===== config.mk =====
export PLATFORM = sky130hd
export DESIGN_NAME = pe_r_seq
export DESIGN_NICKNAME = d
export VERILOG_FILES = /design/src/rtl/raven_pe_pkg.sv /design/src/rtl/pe_vld_pipe.sv /design/src/rtl/pe_r_seq.sv
export SDC_FILE = /design/constraint.sdc
export NUM_CORES = 1
export LEC_CHECK = 0
export ABC_CLOCK_PERIOD_IN_PS = 2200
export CORE_MARGIN = 3
export CORE_UTILIZATION = 51
export CTS_CLUSTER_SIZE = 28
export DETAILED_ROUTE_END_ITERATION = 10
export GPL_ROUTABILITY_DRIVEN = 0
export HOLD_SLACK_MARGIN = 0.05
export PLACE_DENSITY = 0.89
export SYNTH_ARGS = -nofsm -noshare
export SYNTH_HDL_FRONTEND = slang
export SYNTH_SLANG_ARGS = --single-unit

===== constraint.sdc =====
create_clock -name clk -period 2.2 [get_ports clk]
set_input_delay 0.44 -clock clk [delete_from_list [all_inputs] [get_ports clk]]
set_output_delay 0.44 -clock clk [all_outputs]
set_load 0.01 [all_outputs]

===== src/rtl/raven_pe_pkg.sv =====
// Shared types and sizing for the reconfigurable PE sequencer.
package raven_pe_pkg;

    typedef enum logic [1:0] {
        OP_GEMM = 2'b00,
        OP_DIV  = 2'b01,
        OP_EXP  = 2'b10,
        OP_LOG  = 2'b11
    } pe_op_e;

    typedef enum logic [1:0] {
        IDLE  = 2'b00,
        RUN   = 2'b01,
        DRAIN = 2'b10
    } seq_state_e;

    localparam int MAX_LAT = 8;
    localparam int IDX_BW  = $clog2(MAX_LAT);
    localparam int TAP_BW  = IDX_BW + 1;

endpackage


===== src/rtl/pe_vld_pipe.sv =====
// Valid/last delay line mirroring the PE pipeline, with a runtime latency tap
// and a flag telling whether any result is still to appear at the tap.
module pe_vld_pipe
    import raven_pe_pkg::*;
(
    input  logic              clk,
    input  logic              rst_n,
    input  logic              flush,
    input  logic              in_valid,
    input  logic              in_last,
    input  logic [TAP_BW-1:0] tap,
    output logic              out_valid,
    output logic              out_last,
    output logic              pending
);

    logic [MAX_LAT-1:0] valid_q;
    logic [MAX_LAT-1:0] last_q;
    logic [MAX_LAT-1:0] early;
    logic [IDX_BW-1:0]  tap_idx;

    always_ff @(posedge clk or negedge rst_n) begin
        if (!rst_n) begin
            valid_q <= '0;
            last_q  <= '0;
        end else if (flush) begin
            valid_q <= '0;
            last_q  <= '0;
        end else begin
            valid_q <= {valid_q[MAX_LAT-2:0], in_valid};
            last_q  <= {last_q[MAX_LAT-2:0], in_valid & in_last};
        end
    end

    // Stage i surfaces at the tap after tap-1-i more cycles; only stages
    // strictly before the tap still hold results that have not been shown.
    generate
        for (genvar gi = 0; gi < MAX_LAT; gi++) begin : g_early
            assign early[gi] = valid_q[gi] && (TAP_BW'(gi + 1) < tap);
        end
    endgenerate

    assign pending   = |early;
    assign tap_idx   = IDX_BW'(tap - 1'b1);
    assign out_valid = valid_q[tap_idx];
    assign out_last  = last_q[tap_idx];

endmodule


===== src/rtl/pe_r_seq.sv =====
// Op sequencer for one reconfigurable PE: holds the mode for a whole op, gates
// operand beats, marks result beats and pulses done once the pipeline drains.
module pe_r_seq
    import raven_pe_pkg::*;
#(
    parameter int LEN_BW   = 8,
    parameter int GEMM_LAT = 2,
    parameter int UNO_LAT  = 2
) (
    input  logic              clk,
    input  logic              rst_n,
    input  logic              cmd_valid,
    output logic              cmd_ready,
    input  logic [1:0]        cmd_op,
    input  logic [LEN_BW-1:0] cmd_len,
    input  logic              in_valid,
    output logic              in_ready,
    output logic [1:0]        pe_gemm_uno,
    output logic              pe_beat,
    output logic              out_valid,
    output logic              out_last,
    output logic              busy,
    output logic              done
);

    localparam logic [TAP_BW-1:0] GEMM_TAP = TAP_BW'(GEMM_LAT);
    localparam logic [TAP_BW-1:0] UNO_TAP  = TAP_BW'(UNO_LAT);

    seq_state_e        state_q, state_d;
    pe_op_e            mode_q, mode_d;
    logic [LEN_BW-1:0] len_q, len_d;
    logic [LEN_BW-1:0] cnt_q, cnt_d;
    logic [LEN_BW-1:0] cnt_inc;
    logic [TAP_BW-1:0] lat_q, lat_d;
    logic              done_q, done_d;
    logic              flush;
    logic              last_beat;
    logic              pending;

    always_ff @(posedge clk or negedge rst_n) begin
        if (!rst_n) begin
            state_q <= IDLE;
            mode_q  <= OP_GEMM;
            len_q   <= '0;
            cnt_q   <= '0;
            lat_q   <= GEMM_TAP;
            done_q  <= 1'b0;
        end else begin
            state_q <= state_d;
            mode_q  <= mode_d;
            len_q   <= len_d;
            cnt_q   <= cnt_d;
            lat_q   <= lat_d;
            done_q  <= done_d;
        end
    end

    assign cnt_inc = cnt_q + 1'b1;

    always_comb begin
        state_d   = state_q;
        mode_d    = mode_q;
        len_d     = len_q;
        cnt_d     = cnt_q;
        lat_d     = lat_q;
        done_d    = 1'b0;
        flush     = 1'b0;
        cmd_ready = 1'b0;
        in_ready  = 1'b0;
        case (state_q)
            IDLE: begin
                cmd_ready = 1'b1;
                if (cmd_valid) begin
                    mode_d = pe_op_e'(cmd_op);
                    len_d  = cmd_len;
                    lat_d  = (pe_op_e'(cmd_op) == OP_GEMM) ? GEMM_TAP : UNO_TAP;
                    cnt_d  = '0;
                    // Previous op has fully drained; clear leftovers so a
                    // longer new latency cannot re-expose old beats.
                    flush  = 1'b1;
                    if (cmd_len != '0) begin
                        state_d = RUN;
                    end else begin
                        done_d = 1'b1;
                    end
                end
            end
            RUN: begin
                in_ready = 1'b1;
                if (in_valid) begin
                    cnt_d = cnt_inc;
                    if (cnt_inc == len_q) begin
                        state_d = DRAIN;
                    end
                end
            end
            DRAIN: begin
                if (!pending) begin
                    state_d = IDLE;
                    done_d  = 1'b1;
                end
            end
            default: begin
                state_d = IDLE;
            end
        endcase
    end

    assign pe_beat   = in_valid & in_ready;
    assign last_beat = (cnt_inc == len_q);

    pe_vld_pipe u_vld_pipe (
        .clk       (clk),
        .rst_n     (rst_n),
        .flush     (flush),
        .in_valid  (pe_beat),
        .in_last   (last_beat),
        .tap       (lat_q),
        .out_valid (out_valid),
        .out_last  (out_last),
        .pending   (pending)
    );

    assign pe_gemm_uno = mode_q;
    assign busy        = (state_q != IDLE);
    assign done        = done_q;

endmodule


# Yosys cells after proc, flatten, opt, wreduce, memory -nomap -nowiden
# Index checks and enable logic that the tools add are counted.
# totals
reg_bits,25
output_inout_bits,9
wordCells,44
# classes
n_addsub,1
eq_ne,8
n_mux,19
bitwise,2
n_reduce_logical,7
# op_table
op,count
8-bit 2-to-1 mux,2
8-bit one-hot mux with 2 select lines,1
2-bit 2-to-1 mux,7
"8-bit by 1-bit adder with 8-bit output, second input constant",1
8-bit == test,1
"2-bit != test, second input constant",4
8-bit nonzero test,1
1-bit 2-to-1 mux,7
2-bit one-hot mux with 3 select lines,1
5-bit AND reduction,1
2-bit nonzero test,2
3-bit AND reduction,1
1-bit bitwise AND,2
"2-bit by 1-bit == test with 1-bit output, second input constant",1
"2-bit == test, second input constant",1
2-bit logical NOT,1
"2-bit by 1-bit != test with 1-bit output, second input constant",1
1-bit one-hot mux with 2 select lines,1
2-bit AND reduction,1

# Logic depth before layout (Yosys ltp)
# logic_depth
ltp_word,5
ltp_mapped,7
mapped_depth_nobuf,7

# By module
# From an unflattened synthesis, not the netlist that was laid out.
# hier_totals
hier_cells,171
hier_area_um2,1948.1
# modules_own_cells
mod,instances,cells_each,area_each_um2
pe_r_seq,1,110,1162.4
pe_vld_pipe,1,61,785.8

# Worst setup path before layout
# No wires, ideal clock.
# synth_path
kind,flip-flop to flip-flop
startpoint,reg cnt_q[0]
endpoint,reg state_q[0]
setup_time_ns,0.118
t_arrival_ns,1.563
t_required_ns,2.082
setup_slack_ns,0.519
stages_incl_launch_ff,7
period_less_slack_ns,1.681
cell_sequence,dfrtp_1 ha_1 xnor2_1 nand2_1 nor4b_2 nand4_2 a21o_1
# synth_between
elab_chain_cells,4
# synth_rtl
element,line,rtl
"start, declared",pe_r_seq.sv:32,"logic [LEN_BW-1:0] cnt_q, cnt_d;"
"start signal, assigned",pe_r_seq.sv:52,cnt_q <= cnt_d;
8-bit by 1-bit adder with 8-bit output,pe_r_seq.sv:58,assign cnt_inc = cnt_q + 1'b1;
8-bit == test,pe_r_seq.sv:92,if (cnt_inc == len_q) begin
2-bit by 1-bit != test with 1-bit output (no line),-,
5-bit AND reduction (no line),-,
"end signal, assigned",pe_r_seq.sv:49,state_q <= state_d;
"end, declared",pe_r_seq.sv:29,"seq_state_e state_q, state_d;"
# Every way passes these cells.
# A chain may end at the register's enable or synchronous reset.

# Worst setup path in the final report
# layout_path
startpoint,reg state_q[1]
endpoint,out in_ready
# layout_between
elab_chain_cells,2
# layout_rtl
element,line,rtl
2-bit by 1-bit == test with 1-bit output,pe_r_seq.sv:70,case (state_q)
1-bit 2-to-1 mux,pe_r_seq.sv:70,
"end, declared",pe_r_seq.sv:17,"output logic in_ready,"
# Every way passes these cells.

==> results.cfg <==
[power_and_ir_drop]
power.share.combinational_pct = 46.2
power_switching_share_pct = 35.6
internal-power_mw = 1.16
power_frac_clock_pct = 11.9
ir_drop_mv = 0.814
power_switching_mw = 0.643
static-leakage-power_nw = 0.671
power.density_cell_area_mw_per_mm2 = 1160
report.power.total_mw = 1.80
sequentialPowerShare_pct = 42.0

[setup_path]
worst_setup_path_class = flip-flop to primary output
worst_path_max_delay_cell = sky130_fd_sc_hd__clkdlybuf4s50_1
critical_path_required_ps = 1760
critical-path-max-stage-delay_ps = 520
worstPathMaxFanout = 5
data_arrival_critical_path_ps = 1690
path_cells = nand2b_1, inv_2, buf_4, clkdlybuf4s50_1
worst_setup_path_start_kind = flip-flop
endpoint_kind = primary output

[synthesis]
number_of_flip_flops_and_latches_in_the_synthesized_netlist = 25
synth_nets = 127
post_synth.cell_area_avg_um2 = 11.0
synth_cells = 112
synth.distinct_cells = 33
synth-seq-area-share_pct = 50.6
async_s_r_ff_share_synth_pct = 100
synth_warnings = 0
synthesis.area_mm2 = 0.00124
dominantRegCellSynth = sky130_fd_sc_hd__dfrtp_1
number_of_enable_flip_flop_cells_after_synthesis = 0

[floorplanning]
design.core.area_mm2 = 0.00225
die_height_um = 55.3
core.rowCount = 17
io-pin-count = 23
floorplan.initialDensity_pct = 54.9
die_width_um = 55.3
die-area_mm2 = 0.00305

[flow_run]
cap_violations = 0

[timing]
max_clock_freq_ghz = 0.469
timing.final.hold_violations = 0
timing.final.crit_period_ps = 2130
rsz0062_at_grt = no
timing.final.crit_share_pct = 96.9
setup_viol = 0
slew-limit-headroom_pct = 79.1
final.setup.tns_ps = 0
worstMarginPinSlew_ps = 313
worst_clock_skew_ps = 9.46
maxSlewViolCount = 0

[worst_hold_path]
worstHoldPathType = primary input to asynchronous set/reset pin

[clocking]
tritoncts_clock_tree = yes
clk_slew_on_worst_s_h_paths_ps = 140
buffer_type_at_the_clock_tree_root = sky130_fd_sc_hd__clkbuf_4
htree_num_levels = 1
buffer_depth_of_the_longest_clock_path = 2
clkLatencyLatePin_ps = 330
number_of_buffers_created_by_cts = 3
number_of_clock_sinks = 25

[global_routing]
grt_pass1_vias = 908
grt_pass1_wl_um = 3960
grt_antenna_before_repair = 0
gr-total-overflow = 0
groute.usage.overall_pct = 16.0
grt_start_max_net_pins = 26

[routing]
drt_first_pass_iters = 4
drt_drc_violations_left = 0
viasPerCell = 5.53
route.vias.total = 940
initialDrtViolationCount = 32
drt-total-wl_um = 2380
ant_nets = 0
routed_wire_length_per_instance_um = 14.0

[placement]
numPortBuffers = 22
place.detailed.hpwl_um = 1730

[cells_and_area]
layout.area.seq_um2 = 626
layout.filler_cells = 159
fin_nets = 158
layout_commonest_cell = sky130_fd_sc_hd__dfrtp_1
relative_area_change_from_synthesis_to_final_layout_pct = 26.1
area_used_by_multi_input_combinational_logic_um2 = 583
leading_cell_types_in_the_layout_fill_and_taps_excluded = sky130_fd_sc_hd__dfrtp_1, sky130_fd_sc_hd__clkdlybuf4s50_1, sky130_fd_sc_hd__nand2_1
antenna_cells = 0
drive_above_1_share_pct = 19.7

[run_status]
run_status = finished clean
==> registers in the layout (all words and copies together), names as in the netlist <==
name / flops
pe_gemm_uno: 2
len_q: 8
state_q: 2
u_vld_pipe.valid_q: 2
u_vld_pipe.last_q: 2
done: 1
cnt_q: 8
==> final timing paths <==
path	startpoint	to	slack, ps	depth (start not counted)
hold / removal	rst_n	len_q[5]	440	2
setup reg to reg	cnt_q[0]	state_q[0]	370	6
max in group asynchronous	rst_n	cnt_q[7]	1510	2
setup / recovery	state_q[1]	in_ready	70	4
hold reg to reg	u_vld_pipe.last_q[0]	u_vld_pipe.last_q[1]	480	1
min in group clk	u_vld_pipe.last_q[0]	u_vld_pipe.last_q[1]	480	1
==> cell type report <==
cell class | count | share of cell area (%)
clock inverter | 1 | 0.481
clock buffer | 3 | 1.44
timing repair buffer | 28 | 17.2
multi-input combinational | 80 | 37.4
tap | 28 | 2.25
sequential | 25 | 40.1
inverter | 5 | 1.20
==> power by group through the flow <==
stage,sequential (mW),combinational [mW],clock (mW)
after floorplan,0.748,0.560,0
after global placement,0.761,0.797,0
after detailed placement,0.771,0.823,0
after CTS,0.759,0.827,0.222
after global routing,0.780,0.904,0.237
final,0.757,0.833,0.214
==> cell usage after synthesis (2+ instances only) <==
master                    number  area (um2)
sky130_fd_sc_hd__dfrtp_1      25         626
sky130_fd_sc_hd__nand2_1      11        41.3
sky130_fd_sc_hd__mux2_2       10         113
sky130_fd_sc_hd__nor2_1       10        37.5
sky130_fd_sc_hd__o21ai_0      10        50.1
sky130_fd_sc_hd__xnor2_1       8        70.1
sky130_fd_sc_hd__inv_1         4        15.0
sky130_fd_sc_hd__xor2_1        4        35.0
sky130_fd_sc_hd__nor2b_1       3        18.8
sky130_fd_sc_hd__a22o_1        2        17.5
sky130_fd_sc_hd__buf_2         2        10.0
sky130_fd_sc_hd__or4_1         2        15.0
==> through the flow <==
| stage | worst slack, ps | std cells | cell area (um2) | hold slack (ps) | util (%) |
|---|---|---|---|---|---|
| 3_3_place_gp | 143 | 164 | 1510 | 449 | 67.1 |
| 6_report | 68.5 | 170 | 1560 | 444 | 69.2 |
| 2_1_floorplan | 519 | 112 | 1240 | 144 | - |
| 5_1_grt | 23.7 | 170 | 1560 | 468 | 69.2 |
| 4_1_cts | 20.5 | 168 | 1540 | 452 | 68.4 |
| 3_5_place_dp | 119 | 164 | 1510 | 459 | 67.1 |
==> logic make-up (layout without fill, tap and decap cells) <==
| logic type | count (synthesis) | after routing | share of synthesized area (%) |
|---|---|---|---|
| compound gates | 18 | 18 | 8.90 |
| xor+xnor | 13 | 13 | 10.4 |
| fa+ha+maj | 1 | 1 | 1.01 |
| buf+inv | 7 | 37 | 2.32 |
| flops | 25 | 25 | 50.6 |
| mux | 11 | 11 | 10.0 |
| simple gates | 37 | 37 | 16.8 |
==> critical path, delay by kind of cell, from the launching register on <==
kind,cells,cell delay [ps]
buffers and inverters,3,750
DFF,1,420
and+or+nand+nor,1,190
==> timing repair <==
| action | CTS | global route |
|---|---|---|
| resized for setup | 1 | 1 |
| hold buffers | 0 | 0 |
| setup buffers | 0 | 2 |
| hold endpoints to repair | 0 | 0 |
| setup endpoints to repair | 1 | 1 |
==> metal layers <==
metal | vias up | GRT usage, % | share of wire, %
met5 | - | 0 | 0
met4 | 0 | 6.25 | 0.97
met3 | 2 | 2.57 | 4.6
met2 | 24 | 26.7 | 52
met1 | 464 | 20.6 | 42
li1 | 450 | - | -
(Power assumes the default switching activity.)
